**src/rtl/calc_keys_pkg.sv**
```systemverilog
// Shared key codes, entry FSM states and an elaboration helper for the
// keypad operand entry block.
package calc_keys_pkg;

   localparam int unsigned KEY_ENTER    = 11;
   localparam int unsigned KEY_CLEAR    = 12;
   localparam int unsigned KEY_SEL_BASE = 15;
   localparam int unsigned DIGIT_MAX    = 9;

   typedef enum logic [1:0] {
      ENTRY   = 2'd0,
      FULL    = 2'd1,
      PENDING = 2'd2
   } entry_state_e;

   // Largest value representable with the given number of decimal digits.
   function automatic logic [63:0] max_decimal(input int unsigned digits);
      logic [63:0] p;
      p = 64'd1;
      for (int unsigned i = 0; i < digits; i++) begin
         p = p * 64'd10;
      end
      return p - 64'd1;
   endfunction

endpackage

```
**src/rtl/key_debounce.sv**
```systemverilog
// Accepts one keypad press after DEBOUNCE_CYCLES consecutive high samples
// and latches its code; re-arms only once the key has been seen released.
module key_debounce #(
   parameter int KEY_W           = 4,
   parameter int DEBOUNCE_CYCLES = 3
) (
   input  logic             clk,
   input  logic             rst,
   input  logic [KEY_W-1:0] key_code,
   input  logic             key_pressed,
   output logic             accept,
   output logic [KEY_W-1:0] key
);

   localparam int CNT_W = $clog2(DEBOUNCE_CYCLES + 1);

   logic [CNT_W-1:0] cnt_q, cnt_d;
   logic             armed_q, armed_d;
   logic             accept_q, accept_d;
   logic [KEY_W-1:0] key_q, key_d;

   // NOTE: every signal driven here gets a default first, so no path leaves it unassigned (no latch).
   always_comb begin
      cnt_d    = cnt_q;
      armed_d  = armed_q;
      accept_d = 1'b0;
      key_d    = key_q;
      if (!key_pressed) begin
         cnt_d   = '0;
         armed_d = 1'b1;
      end else if (armed_q) begin
         cnt_d = cnt_q + 1'b1;
         if (cnt_d == CNT_W'(DEBOUNCE_CYCLES)) begin
            accept_d = 1'b1;
            key_d    = key_code;
            armed_d  = 1'b0;
         end
      end
   end

   // NOTE: state registers use non-blocking assignments so all flops update together on the edge.
   always_ff @(posedge clk or posedge rst) begin
      if (rst) begin
         cnt_q    <= '0;
         armed_q  <= 1'b1;
         accept_q <= 1'b0;
         key_q    <= '0;
      end else begin
         cnt_q    <= cnt_d;
         armed_q  <= armed_d;
         accept_q <= accept_d;
         key_q    <= key_d;
      end
   end

   assign accept = accept_q;
   assign key    = key_q;

endmodule

```
**src/rtl/keypad_operand_entry.sv**
```systemverilog
// Builds decimal operands from debounced keypad presses and hands the whole
// operand set to the ALU through a valid/ready handshake.
module keypad_operand_entry
   import calc_keys_pkg::*;
#(
   parameter int DIGITS          = 2,
   parameter int NUM_OPERANDS    = 2,
   parameter int OP_W            = 32,
   parameter int KEY_W           = 4,
   parameter int DEBOUNCE_CYCLES = 3
) (
   input  logic                         clk,
   input  logic                         rst,
   input  logic [KEY_W-1:0]             key_code,
   input  logic                         key_pressed,
   output logic                         out_valid,
   input  logic                         out_ready,
   output logic [NUM_OPERANDS*OP_W-1:0] operands,
   output logic [NUM_OPERANDS-1:0]      sel_led,
   output logic [$clog2(DIGITS+1)-1:0]  digit_count,
   output logic                         key_dropped
);

   localparam int CNT_W = $clog2(DIGITS + 1);
   localparam int SEL_W = (NUM_OPERANDS > 1) ? $clog2(NUM_OPERANDS) : 1;

   if (NUM_OPERANDS < 2 || NUM_OPERANDS > 4) begin : g_bad_num_operands
      $error("NUM_OPERANDS must be in 2..4");
   end
   if (DEBOUNCE_CYCLES < 1) begin : g_bad_debounce
      $error("DEBOUNCE_CYCLES must be at least 1");
   end
   if ((max_decimal(DIGITS) >> OP_W) != 64'd0) begin : g_bad_op_w
      $error("10**DIGITS-1 does not fit in OP_W bits");
   end

   logic             accept;
   logic [KEY_W-1:0] key;

   key_debounce #(
      .KEY_W          (KEY_W),
      .DEBOUNCE_CYCLES(DEBOUNCE_CYCLES)
   ) u_debounce (
      .clk        (clk),
      .rst        (rst),
      .key_code   (key_code),
      .key_pressed(key_pressed),
      .accept     (accept),
      .key        (key)
   );

   entry_state_e            state_q, state_d;
   logic [OP_W-1:0]         opnd_q [NUM_OPERANDS];
   logic [OP_W-1:0]         opnd_d [NUM_OPERANDS];
   logic [SEL_W-1:0]        sel_q, sel_d;
   logic [NUM_OPERANDS-1:0] sel_led_q, sel_led_d;
   logic [CNT_W-1:0]        cnt_q, cnt_d;
   logic                    dropped_q, dropped_d;

   logic             is_digit, is_sel;
   logic [SEL_W-1:0] key_sel;

   always_comb begin
      is_digit = (key <= KEY_W'(DIGIT_MAX));
      is_sel   = (key >= KEY_W'(KEY_SEL_BASE - NUM_OPERANDS + 1)) &&
                 (key <= KEY_W'(KEY_SEL_BASE));
      key_sel  = SEL_W'(KEY_W'(KEY_SEL_BASE) - key);
   end

   always_comb begin
      state_d   = state_q;
      opnd_d    = opnd_q;
      sel_d     = sel_q;
      sel_led_d = sel_led_q;
      cnt_d     = cnt_q;
      dropped_d = 1'b0;
      case (state_q)
         PENDING: begin
            // Operands stay frozen; a press landing with the handshake is still dropped.
            dropped_d = accept;
            if (out_ready) begin
               for (int i = 0; i < NUM_OPERANDS; i++) begin
                  opnd_d[i] = '0;
               end
               cnt_d     = '0;
               sel_d     = '0;
               sel_led_d = NUM_OPERANDS'(1);
               state_d   = ENTRY;
            end
         end
         default: begin
            if (accept) begin
               if (is_digit) begin
                  if (state_q == FULL) begin
                     dropped_d = 1'b1;
                  end else begin
                     opnd_d[sel_q] = opnd_q[sel_q] * OP_W'(10) + OP_W'(key);
                     cnt_d         = cnt_q + 1'b1;
                     if (cnt_d == CNT_W'(DIGITS)) begin
                        state_d = FULL;
                     end
                  end
               end else if (key == KEY_W'(KEY_ENTER)) begin
                  state_d = PENDING;
               end else if (key == KEY_W'(KEY_CLEAR)) begin
                  opnd_d[sel_q] = '0;
                  cnt_d         = '0;
                  state_d       = ENTRY;
               end else if (is_sel) begin
                  sel_d           = key_sel;
                  sel_led_d       = NUM_OPERANDS'(1) << key_sel;
                  opnd_d[key_sel] = '0;
                  cnt_d           = '0;
                  state_d         = ENTRY;
               end
            end
         end
      endcase
   end

   // NOTE: the operand array is reset because its contents are visible outputs that must read 0 after reset.
   always_ff @(posedge clk or posedge rst) begin
      if (rst) begin
         state_q <= ENTRY;
         for (int i = 0; i < NUM_OPERANDS; i++) begin
            opnd_q[i] <= '0;
         end
         sel_q     <= '0;
         sel_led_q <= '0;
         cnt_q     <= '0;
         dropped_q <= 1'b0;
      end else begin
         state_q   <= state_d;
         opnd_q    <= opnd_d;
         sel_q     <= sel_d;
         sel_led_q <= sel_led_d;
         cnt_q     <= cnt_d;
         dropped_q <= dropped_d;
      end
   end

   for (genvar i = 0; i < NUM_OPERANDS; i++) begin : g_pack
      assign operands[i*OP_W +: OP_W] = opnd_q[i];
   end

   assign out_valid   = (state_q == PENDING);
   assign sel_led     = sel_led_q;
   assign digit_count = cnt_q;
   assign key_dropped = dropped_q;

endmodule

```
**config.mk**
```make
export PLATFORM = sky130hd
export DESIGN_NAME = keypad_operand_entry
export DESIGN_NICKNAME = d
export VERILOG_FILES = /design/src/rtl/calc_keys_pkg.sv /design/src/rtl/key_debounce.sv /design/src/rtl/keypad_operand_entry.sv
export SDC_FILE = /design/constraint.sdc
export NUM_CORES = 1
export LEC_CHECK = 0
export BUFFER_PORTS_ARGS = -buffer_cell sky130_fd_sc_hd__buf_2
export CAP_MARGIN = 20
export CORE_MARGIN = 5
export CORE_UTILIZATION = 39
export CTS_BUF_LIST = sky130_fd_sc_hd__clkbuf_4 sky130_fd_sc_hd__clkbuf_8
export DETAILED_ROUTE_END_ITERATION = 16
export HOLD_SLACK_MARGIN = 0.15
export PLACE_DENSITY = 0.59
export SLEW_MARGIN = 20
export SYNTH_ARGS = -nofsm -noshare
export SYNTH_HDL_FRONTEND = slang
export SYNTH_HIERARCHICAL = 1
export SYNTH_SLANG_ARGS = --single-unit
```
**constraint.sdc**
```tcl
create_clock -name clk -period 4.3 [get_ports clk]
set_clock_uncertainty 0.15 [all_clocks]
set_input_delay 0.645 -clock clk [delete_from_list [all_inputs] [get_ports clk]]
set_output_delay 0.645 -clock clk [all_outputs]
set_load 0.01 [all_outputs]
```
After elaboration in Yosys (flattened, before gate mapping)
Index checks and enable logic that the tools add are counted.
{ "classes": {"addsub": 4, "multipliers": 1, "order_cmp": 7, "eq_ne": 14, "shift": 1, "muxes": 56, "bitwise_logic": 6, "reduce_logical": 11} }
{ "ops": {"columns": ["op", "count"], "rows": [
  ["64-bit 2-to-1 mux", 8],
  ["32-bit 2-to-1 mux", 5],
  ["64-bit bitwise AND", 2],
  ["64-bit inverter", 2],
  ["64-bit bitwise mux", 1],
  ["32-bit demux with 1-bit select", 2],
  ["2-bit 2-to-1 mux", 23],
  ["32-bit by 4-bit adder with 32-bit output", 1],
  ["32-bit by 3-bit multiplier with 31-bit output, second input constant", 1],
  ["1-bit 2-to-1 mux", 17],
  ["5-bit AND reduction", 2],
  ["4-bit == test, second input constant", 2],
  ["4-bit <= comparator, second input constant", 2],
  ["2-bit == test, second input constant", 3],
  ["2-bit != test, second input constant", 3],
  ["3-bit != test, second input constant", 2],
  ["6-bit AND reduction", 1],
  ["5-bit nonzero test", 1],
  ["2-bit by 1-bit adder with 2-bit output, second input constant", 2],
  ["2-bit >= comparator, second input constant", 2],
  ["4-bit >= comparator, second input constant", 1],
  ["2-bit by 1-bit < comparator with 1-bit output, second input constant", 2],
  ["2-bit by 1-bit != test with 1-bit output, second input constant", 2],
  ["1-bit inverter with 2-bit output", 2],
  ["other kinds (8)", 11]
]} }
{ "totals": {"reg_bits": 80, "in_bits": 8, "elab_cells": 111} }

Longest topological paths before layout
Gate-level depths: netlist (run 1).
{ "depth": {"ltp_word": 14, "ltp_mapped": 18} }

Cells and area by module
Netlist (run 1), hierarchy kept.
{ "modules_own_cells": {"columns": ["mod", "n_inst", "cells_each", "area_per_inst_um2", "seq_area_each_um2"], "rows": [
  ["keypad_operand_entry", 1, 630, 5759.3, 1776.7],
  ["key_debounce", 1, 23, 317.8, 201.4]
]} }

Worst setup path before layout (run 1)
Ideal clock, no wire load.
{ "synth_timing": {"kind": "register to register", "from": "reg sel_q", "to": "reg opnd_q, in the netlist operands[28]", "setup_ns": 0.121, "t_arrival_ns": 4.347, "setup_slack_ns": -0.318, "stages_incl_launch_ff": 17, "synth_period_minus_slack_ns": 4.618, "cell_sequence": "dfrtp_1 buf_2 buf_1 mux2_2 ha_1 ha_1 fa_1 a211oi_2 o31ai_4 o31ai_2 xor2_1 nor4_4 nand3b_2 nor4_4 nand4_1 xnor2_1 a22o_1"} }
{ "synth_between": {"elab_chain_len": 12, "word_cells_on_any_way": 20} }
{ "synth_lines": {"columns": ["element", "line_no", "rtl"], "rows": [
  ["start: declaration", "keypad_operand_entry.sv:55", "logic [SEL_W-1:0] sel_q, sel_d;"],
  ["start signal: assignment", "keypad_operand_entry.sv:135", "sel_q <= sel_d;"],
  ["1-bit inverter with 2-bit output (not written as such) (*)", "keypad_operand_entry.sv:97, keypad_operand_entry.sv:106", null],
  ["parallel branches: the longest is 8 deep, another holds 32-bit by 3-bit multiplier with 31-bit output", null, null],
  ["64-bit 2-to-1 mux (*)", "keypad_operand_entry.sv:93", "if (is_digit) begin"],
  ["64-bit 2-to-1 mux (*)", "keypad_operand_entry.sv:92", "if (accept) begin"],
  ["64-bit 2-to-1 mux (*)", "keypad_operand_entry.sv:77", "case (state_q)"],
  ["end signal: assignment", "keypad_operand_entry.sv:134", "opnd_q <= opnd_d;"],
  ["end: declaration", "keypad_operand_entry.sv:53", "logic [OP_W-1:0] opnd_q [NUM_OPERANDS];"]
]} }
Mark *: on every way between the ends. The select of a mux whose other input is x is not followed.
A chain may end at the register's enable or synchronous reset.

Worst setup path after layout (run 1)
{ "layout_timing": {"from": "reg sel_q", "to": "reg opnd_q, in the netlist operands[56]"} }
The elaborated chain is that of the path after synthesis.

==> results of run 1 <==
==> through the flow <==
stage	hold WS, ns	area [um^2]
after floorplan	0.310	6100
after global placement	0.331	7160
after detailed placement	0.335	7160
after CTS	0.335	7410
after global routing	0.336	7790
final	0.347	7790
==> worst max-delay path: cells and delay by family (launching register included) <==
family / cells / cell delay, ns
compound gates: 6 / 1.26
xor+xnor: 1 / 0.08
fa+ha+maj: 3 / 0.74
buf+inv: 3 / 0.49
flops: 1 / 0.46
mux: 1 / 0.32
simple gates: 3 / 0.71
==> synth_stat cells, types with 3 or more instances <==
cell	instances	area (um^2)
sky130_fd_sc_hd__clkbuf_1	16	60.1
sky130_fd_sc_hd__nor3b_1	3	22.5
sky130_fd_sc_hd__nand2b_1	4	25.0
sky130_fd_sc_hd__inv_1	19	71.3
sky130_fd_sc_hd__o21ai_1	8	40.0
sky130_fd_sc_hd__dfrtp_1	78	1950
sky130_fd_sc_hd__o21a_1	4	30.0
sky130_fd_sc_hd__o21bai_1	3	22.5
sky130_fd_sc_hd__ha_1	60	751
sky130_fd_sc_hd__nand4_1	14	87.6
sky130_fd_sc_hd__mux2_1	4	45.0
sky130_fd_sc_hd__buf_1	3	11.3
sky130_fd_sc_hd__a21o_1	11	82.6
sky130_fd_sc_hd__xnor2_1	26	228
sky130_fd_sc_hd__a211oi_1	3	22.5
sky130_fd_sc_hd__buf_2	5	25.0
sky130_fd_sc_hd__nor2b_1	5	31.3
sky130_fd_sc_hd__nand2_1	79	297
sky130_fd_sc_hd__xor2_1	20	175
sky130_fd_sc_hd__a21oi_1	34	170
sky130_fd_sc_hd__and4_1	3	26.3
sky130_fd_sc_hd__or3_1	6	37.5
sky130_fd_sc_hd__a22o_1	29	254
sky130_fd_sc_hd__nand3_1	18	90.1
sky130_fd_sc_hd__o211ai_1	3	22.5
sky130_fd_sc_hd__o21ai_0	44	220
sky130_fd_sc_hd__o2111ai_1	3	26.3
sky130_fd_sc_hd__and2_1	6	37.5
sky130_fd_sc_hd__nor2_1	30	113
sky130_fd_sc_hd__nor4_1	3	18.8
sky130_fd_sc_hd__a31oi_1	6	37.5
sky130_fd_sc_hd__and3_1	7	43.8
sky130_fd_sc_hd__mux2_2	31	349
sky130_fd_sc_hd__nor3_1	11	55.1
==> final timing paths <==
path | end | slack (ns) | depth (start not counted)
worst min-delay path | u_debounce/key[1] | 0.35 | 2
min in group asynchronous | u_debounce/cnt_q[1] | 0.64 | 3
worst max register to register | operands[56] | -0.01 | 17
worst min register to register | operands[24] | 0.35 | 2
max in group asynchronous | operands[9] | 2.18 | 4
worst max-delay path | operands[56] | -0.01 | 17
==> registers in the layout, summed over array words and instances, names as in the netlist <==
| register | flops |
|---|---|
| key_dropped | 1 |
| u_debounce/accept | 1 |
| sel_led | 1 |
| u_debounce/armed_q | 1 |
| digit_count | 2 |
| u_debounce/key | 4 |
| u_debounce/cnt_q | 2 |
| state_q | 2 |
| sel_q | 1 |
| operands | 64 |
==> layer usage <==
metal | part of all wire, % | global-route usage (%) | up-vias
li1 | - | - | 2681
met5 | 0 | 0 | -
met3 | 3.8 | 2.35 | 22
met2 | 49 | 33.0 | 129
met4 | 1.8 | 4.81 | 0
met1 | 46 | 26.6 | 2773
==> area by class of cell <==
class,instances,area share [%]
multi-input cells,530,55.1
well taps,211,3.39
inverters,19,0.915
repair buffers,147,12.3
clock buffers,10,1.69
clock inverters,6,1.19
flip-flops and latches,79,25.4
==> power by group <==
part | total, uW | switching (uW) | leakage [uW] | internal [uW]
combinational | 3450 | 1960 | 0.00268 | 1500
clock | 631 | 293 | 0.000107 | 338
sequential | 1140 | 206 | 0.00106 | 936
==> logic make-up (layout without fill, tap and decap cells) <==
logic type	Yosys count	count (layout)	share of synthesized area, %
mux	36	36	6.65
compound gates	177	177	20.2
fa+ha+maj	62	62	13.0
simple gates	207	207	17.4
buf+inv	44	182	2.88
flops	79	79	32.6
xor+xnor	48	48	7.27
==> what timing repair did <==
| action | 4_1_cts | 5_1_grt |
|---|---|---|
| endpoints found under the hold margin | 7 | 0 |
| gates resized for setup | 3 | 61 |
| pin swaps | 1 | 28 |
| setup endpoints to repair | 10 | 22 |
| hold buffers | 1 | 0 |
| setup buffers | 0 | 4 |
==> flow_summary.rst, run 1 <==
.. list-table::
   :header-rows: 1

   * - Metric
     - Value
   * - Final Worst Setup Slack
     - -0.0112 ns
   * - Async SR Flop Fraction
     - 100%
   * - Combined area of the multi-input logic cells
     - 4300 um^2
   * - Slew of the pin with the lowest slew margin
     - 0.906 ns
   * - Unrepaired setup endpoints after global routing
     - true
   * - Number of iterations in the first detailed-routing pass
     - 5
   * - Clock Path Buffers
     - 2
   * - Vias post-DR
     - 5605
   * - Starting Density
     - 39.8%
   * - Violated checks
     - setup timing
   * - Post-route ant nets
     - 0
   * - Tightest slew margin relative to the limit
     - 39.6%
   * - Slowest stage cell, crit path
     - sky130_fd_sc_hd__dfrtp_2
   * - Share of the cycle needed by the critical path after routing
     - 100%
   * - Vias in the first global route
     - 5500
   * - Path type of the worst setup path
     - reg -> reg
   * - Sum of routed wire length over all layers
     - 18200 um
   * - Final-stage net count
     - 856
   * - Total track usage
     - 19.5%
   * - Proportion of synthesized chip area in sequential cells
     - 32.6%
   * - H-tree depth reported by CTS
     - 3
   * - Pin count of the biggest net entering global routing
     - 41
   * - Maxcap violations
     - 0
   * - WL per Instance
     - 18.2 um
   * - Clock latency reported for the late side of the worst-skew pair
     - 0.36 ns
   * - Area delta synth->final
     - 28.2%
   * - Number of placed instances with taps included
     - 981
   * - Initial antenna violation count
     - 0
   * - Drc violations
     - 0
   * - Worst-path fanout max
     - 6
   * - Summed negative setup slack over all endpoints
     - -0.0112 ns
   * - Crit path required time
     - 4.42 ns
   * - End-of-flow core utilization
     - 51.1%
   * - Mean instance size in the synthesized netlist
     - 9.31 um^2
   * - Slowest cell delay on critical path
     - 0.46 ns
   * - Core area
     - 15300 um^2
   * - Number of placement rows
     - 45
   * - Seq. cell area
     - 1980 um^2
   * - Fraction of final layout cells with drive strength greater than 1
     - 33.1%
   * - Critical Path Start Type
     - flop
   * - Hold Startpoint
     - key_code[1]
   * - Sum of net half-perimeters after detailed placement
     - 14000 um
   * - Number of buffers added by the clock tree synthesis step
     - 9
   * - CP cell instances
     - buf_12 > mux2_4 > ha_4 > ha_4 > fa_2 > a211oi_4 > o31ai_4 > o31ai_2 > buf_4 > xor2_2 > nor4_4 > buf_4 > nand3b_4 > nor4_4 > a22o_1 > a31oi_2 > o31ai_1
   * - CTS tree
     - yes
   * - Worst hold path class
     - in -> reg
   * - Fill count
     - 1368
   * - Number of synthesized flops with an enable pin
     - 0
   * - Worst ir drop on vdd
     - 0.242 mV
   * - Root cell of the clock tree
     - sky130_fd_sc_hd__clkbuf_8
   * - Outcome
     - complete, but fails checks
   * - Die X-Extent
     - 135 um
   * - Count of synthesis-stage warnings from yosys
     - 6
   * - Die height
     - 135 um
   * - Clock input transition at the sequential cells of the worst setup and hold paths
     - 0.09 ns
   * - Die footprint
     - 18200 um^2
   * - CP arrival
     - 4.43 ns
   * - Origin of the worst setup path
     - sel_q
   * - Yosys reg bits
     - 79
   * - Number of top-level design ports
     - 78
   * - Global-route wire length before repair
     - 28800 um
   * - Final weighted congestion of routability-driven global placement
     - 0.897
   * - Clock sink count
     - 79
   * - Via/cell ratio
     - 5.59
   * - Worst slack at placement
     - -0.0586 ns
   * - Number of cells produced by synthesis
     - 653
   * - Max Clock Freq
     - 232 MHz
   * - Count of final hold-check violations
     - 0
   * - Sum of internal, switching and leakage power
     - 5220 uW
   * - Final Setup Violations
     - 1
   * - Non-filler cells, final
     - 1002
   * - Leakage power summed over all cells
     - 0.00385 uW
   * - Most frequent cells in the layout
     - sky130_fd_sc_hd__dfrtp_1 (77), sky130_fd_sc_hd__buf_2 (77), sky130_fd_sc_hd__nand2_1 (76), sky130_fd_sc_hd__buf_4 (64), sky130_fd_sc_hd__ha_1 (48)
   * - Antenna diode count
     - 0
   * - Iteration-0 DRC Markers
     - 311
   * - Worst reg2reg path startpoint
     - sel_q
   * - Power density over the cells
     - 670 nW/um^2
   * - Count of different cell masters after synthesis
     - 75
   * - Setup crit end kind
     - flop
   * - Netlist area before placement
     - 6080 um^2
   * - Port-buffer cells
     - 77
   * - Total overflow reported by the global router
     - 0
   * - Post-route minimum period
     - 4.31 ns
   * - Most used flip-flop cell after synthesis
     - sky130_fd_sc_hd__dfrtp_1
   * - Net count of the mapped netlist
     - 723
   * - Count of final max-slew check failures
     - 0
Note: power is estimated with default switching activity, not from simulation.
==> inputs of run 2 (changes only) <==
Settings changed: BUFFER_PORTS_ARGS -buffer_cell sky130_fd_sc_hd__buf_2 to -buffer_cell sky130_fd_sc_hd__buf_4, CORE_ASPECT_RATIO set to 1.1, SETUP_SLACK_MARGIN set to 0.3.
==> run 2 against run 1 <==
  * The flow now finishes without violations
  * Final cell count is 2.0% lower
  * Sequential share of layout area is 0.57 points lower
  * Sequential power hardly changed
  * Power is 0.88% higher
  * Combinational power is 2% higher
  * Sequential cell count stayed put
  * Non-clock buffer count is 5 lower
  * Largest power group unchanged
  * First-iteration DRC count is 15% higher
  * Die area hardly changed
  * Highest routed layer unchanged
==> flow_summary.rst, run 2 (same netlist as run 1, synthesis figures left out) <==
.. list-table::
   :header-rows: 1

   * - Metric
     - Value
   * - Post-route ant nets
     - 0 (unchanged)
   * - Iteration-0 DRC Markers
     - 357 (+15%)
   * - Pin count of the biggest net entering global routing
     - 55 (+34%)
   * - CP cell instances
     - buf_12 > mux2_4 > ha_4 > ha_4 > fa_2 > a211oi_4 > o31ai_4 > o31ai_2 > o21ba_2 > xnor2_2 > nand4_1 > nor4_4 > a22o_1 > a31oi_1 > o31ai_1
   * - Slowest stage cell, crit path
     - sky130_fd_sc_hd__dfrtp_2
   * - Share of the cycle needed by the critical path after routing
     - 98.6% (-1.6 points)
   * - CTS tree
     - yes
   * - Initial antenna violation count
     - 0 (unchanged)
   * - Starting Density
     - 40.1% (+0.23 points)
   * - Total overflow reported by the global router
     - 0 (unchanged)
   * - Count of final max-slew check failures
     - 0 (unchanged)
   * - WL per Instance
     - 18.8 um (+3.4%)
   * - Number of iterations in the first detailed-routing pass
     - 5 (unchanged)
   * - Unrepaired setup endpoints after global routing
     - true
   * - Via/cell ratio
     - 5.71 (+2.1%)
   * - Area delta synth->final
     - 31.2%
   * - Slowest cell delay on critical path
     - 0.46 ns (about the same)
   * - Critical Path Start Type
     - flop
   * - Final weighted congestion of routability-driven global placement
     - 0.899 (+0.23%)
   * - Vias in the first global route
     - 5516 (+0.29%)
   * - Global-route wire length before repair
     - 28900 um (about the same)
   * - Setup crit end kind
     - flop
   * - Clock Path Buffers
     - 2 (unchanged)
   * - Die X-Extent
     - 129 um (-4.3%)
   * - Most frequent cells in the layout
     - sky130_fd_sc_hd__buf_4 (136), sky130_fd_sc_hd__dfrtp_1 (77), sky130_fd_sc_hd__nand2_1 (76), sky130_fd_sc_hd__ha_1 (50), sky130_fd_sc_hd__o21ai_0 (40)
   * - Final-stage net count
     - 851 (-0.58%)
   * - Sum of internal, switching and leakage power
     - 5270 uW (+0.88%)
   * - Vias post-DR
     - 5610 (+0.089%)
   * - Number of flip-flops in the largest register
     - 64 (unchanged)
   * - Antenna diode count
     - 0 (unchanged)
   * - Worst ir drop on vdd
     - 0.276 mV (+14%)
   * - Maxcap violations
     - 0 (unchanged)
   * - Tightest slew margin relative to the limit
     - 54.0% (+14 points)
   * - Leakage power summed over all cells
     - 0.00389 uW (+1.0%)
   * - Slew of the pin with the lowest slew margin
     - 0.690 ns (-0.216 ns)
   * - Worst-path fanout max
     - 7 (+1)
   * - H-tree depth reported by CTS
     - 3 (unchanged)
   * - Post-route minimum period
     - 4.24 ns (-0.0696 ns)
   * - Clock sink count
     - 79 (unchanged)
   * - Worst hold path class
     - in -> reg
   * - Number of buffers added by the clock tree synthesis step
     - 9 (unchanged)
   * - Fraction of final layout cells with drive strength greater than 1
     - 34.5% (+1.4 points)
   * - Depth of the worst hold-timing path
     - 2 (unchanged)
   * - Logic depth of the worst register-to-register path
     - 15 (-2)
   * - Root cell of the clock tree
     - sky130_fd_sc_hd__clkbuf_8
   * - Fill count
     - 1371 (+0.22%)
   * - Clock input transition at the sequential cells of the worst setup and hold paths
     - 0.09 ns (about the same)
   * - Power density over the cells
     - 661 nW/um^2 (-1.4%)
   * - Final Setup Violations
     - 0 (-1)
   * - Die height
     - 141 um (+4.5%)
   * - Port-buffer cells
     - 77 (unchanged)
   * - Drc violations
     - 0 (unchanged)
   * - Most frequent CP cell
     - sky130_fd_sc_hd__ha_4
   * - CP arrival
     - 4.34 ns (-0.09 ns)
   * - Clock latency reported for the late side of the worst-skew pair
     - 0.36 ns (about the same)
   * - Sum of net half-perimeters after detailed placement
     - 13800 um (-1.6%)
   * - Path type of the worst setup path
     - reg -> reg
   * - Number of placement rows
     - 47 (+4.4%)
   * - Number of placed instances with taps included
     - 947 (-3.5%)
   * - Crit path required time
     - 4.40 ns (-0.02 ns)
   * - Outcome
     - finished clean
   * - Sum of routed wire length over all layers
     - 18500 um (+1.4%)
   * - Count of final hold-check violations
     - 0 (unchanged)
   * - Most common library cell in the layout ignoring fill and taps
     - sky130_fd_sc_hd__buf_4
   * - Non-filler cells, final
     - 982 (-2.0%)
   * - Number of top-level design ports
     - 78 (unchanged)
   * - Total track usage
     - 19.7% (+0.25 points)
   * - Core area
     - 15200 um^2 (-0.57%)
   * - Max Clock Freq
     - 236 MHz (+1.6%)
   * - End-of-flow core utilization
     - 52.5% (+1.5 points)
   * - Die footprint
     - 18200 um^2 (about the same)
==> run 2: cell types whose count changed in the layout (fill, tap and decap cells not counted), moves of 4 or more <==
cell and change:
sky130_fd_sc_hd__buf_2 -77, sky130_fd_sc_hd__buf_4 +72, sky130_fd_sc_hd__ha_4 -6, sky130_fd_sc_hd__xnor2_1 -6
sky130_fd_sc_hd__ha_2 +4, sky130_fd_sc_hd__nor2_1 -6, sky130_fd_sc_hd__xnor2_2 +5, sky130_fd_sc_hd__nor2_2 +5
==> run 2: critical path, delay by kind of cell (launching register included) <==
| family | cells | cell delay [ns] |
|---|---|---|
| multiplexers | 1 | 0.32 |
| buffers and inverters | 1 | 0.16 |
| AO/OA/AOI/OAI | 7 | 1.45 |
| XOR/XNOR | 1 | 0.13 |
| AND/OR/NAND/NOR | 2 | 0.67 |
| flip-flops | 1 | 0.46 |
| adder cells (fa/ha/maj) | 3 | 0.79 |
==> run 2: what timing repair did <==
item                                   4_1_cts  5_1_grt
cloned                                       0        1
endpoints found under the hold margin        7        0
pin swaps                                   13       31
setup buffers                                9        8
hold buffers                                 1        0
setup endpoints to repair                   28       34
resized for setup                           17       56
==> run 2: cell type report <==
class                   instances  area [um^2]  area share [%]
multi-input cells             530         4350            54.5
well taps                     196          245            3.08
clock inverters                 5         63.8           0.800
clock buffers                  11          151            1.90
flip-flops and latches         79         1980            24.8
inverters                      19         73.8           0.926
repair buffers                142         1110            14.0
==> run 2: report_power, final <==
part / internal [uW] / leakage (uW) / total, uW / switching (uW)
Clock: 305 / 0.000106 / 616 / 311
Combinational: 1550 / 0.00273 / 3510 / 1970
Sequential: 936 / 0.00106 / 1140 / 206
==> run 2: final timing paths <==
path,slack [ns],end,from
setup / recovery,0.06,operands[56],sel_q
setup reg to reg,0.06,operands[56],sel_q
max in group asynchronous,2.48,operands[9],rst
hold / removal,0.32,u_debounce/armed_q,key_pressed
hold reg to reg,0.37,operands[41],operands[41]
min in group asynchronous,0.65,u_debounce/accept,rst
==> run 2: layer usage <==
metal	track usage (%)	wire length, um	part of all wire, %
met2	33.1	9110	49
met1	26.9	8390	45
met5	0	0	0
met3	1.59	702	3.8
met4	6.41	255	1.4
==> run 2: stage by stage <==
stage / TNS (ns) / setup WS (ns) / instance area (um^2) / hold WS [ns]
6_report: 0 / 0.0584 / 7970 / 0.322
5_1_grt: -0.915 / -0.124 / 7970 / 0.325
4_1_cts: 0 / 0.0123 / 7600 / 0.309
3_5_place_dp: -0.315 / -0.0816 / 7220 / 0.345
3_3_place_gp: 0 / 0.0233 / 7220 / 0.339
2_1_floorplan: 0 / 0.202 / 6150 / 0.310
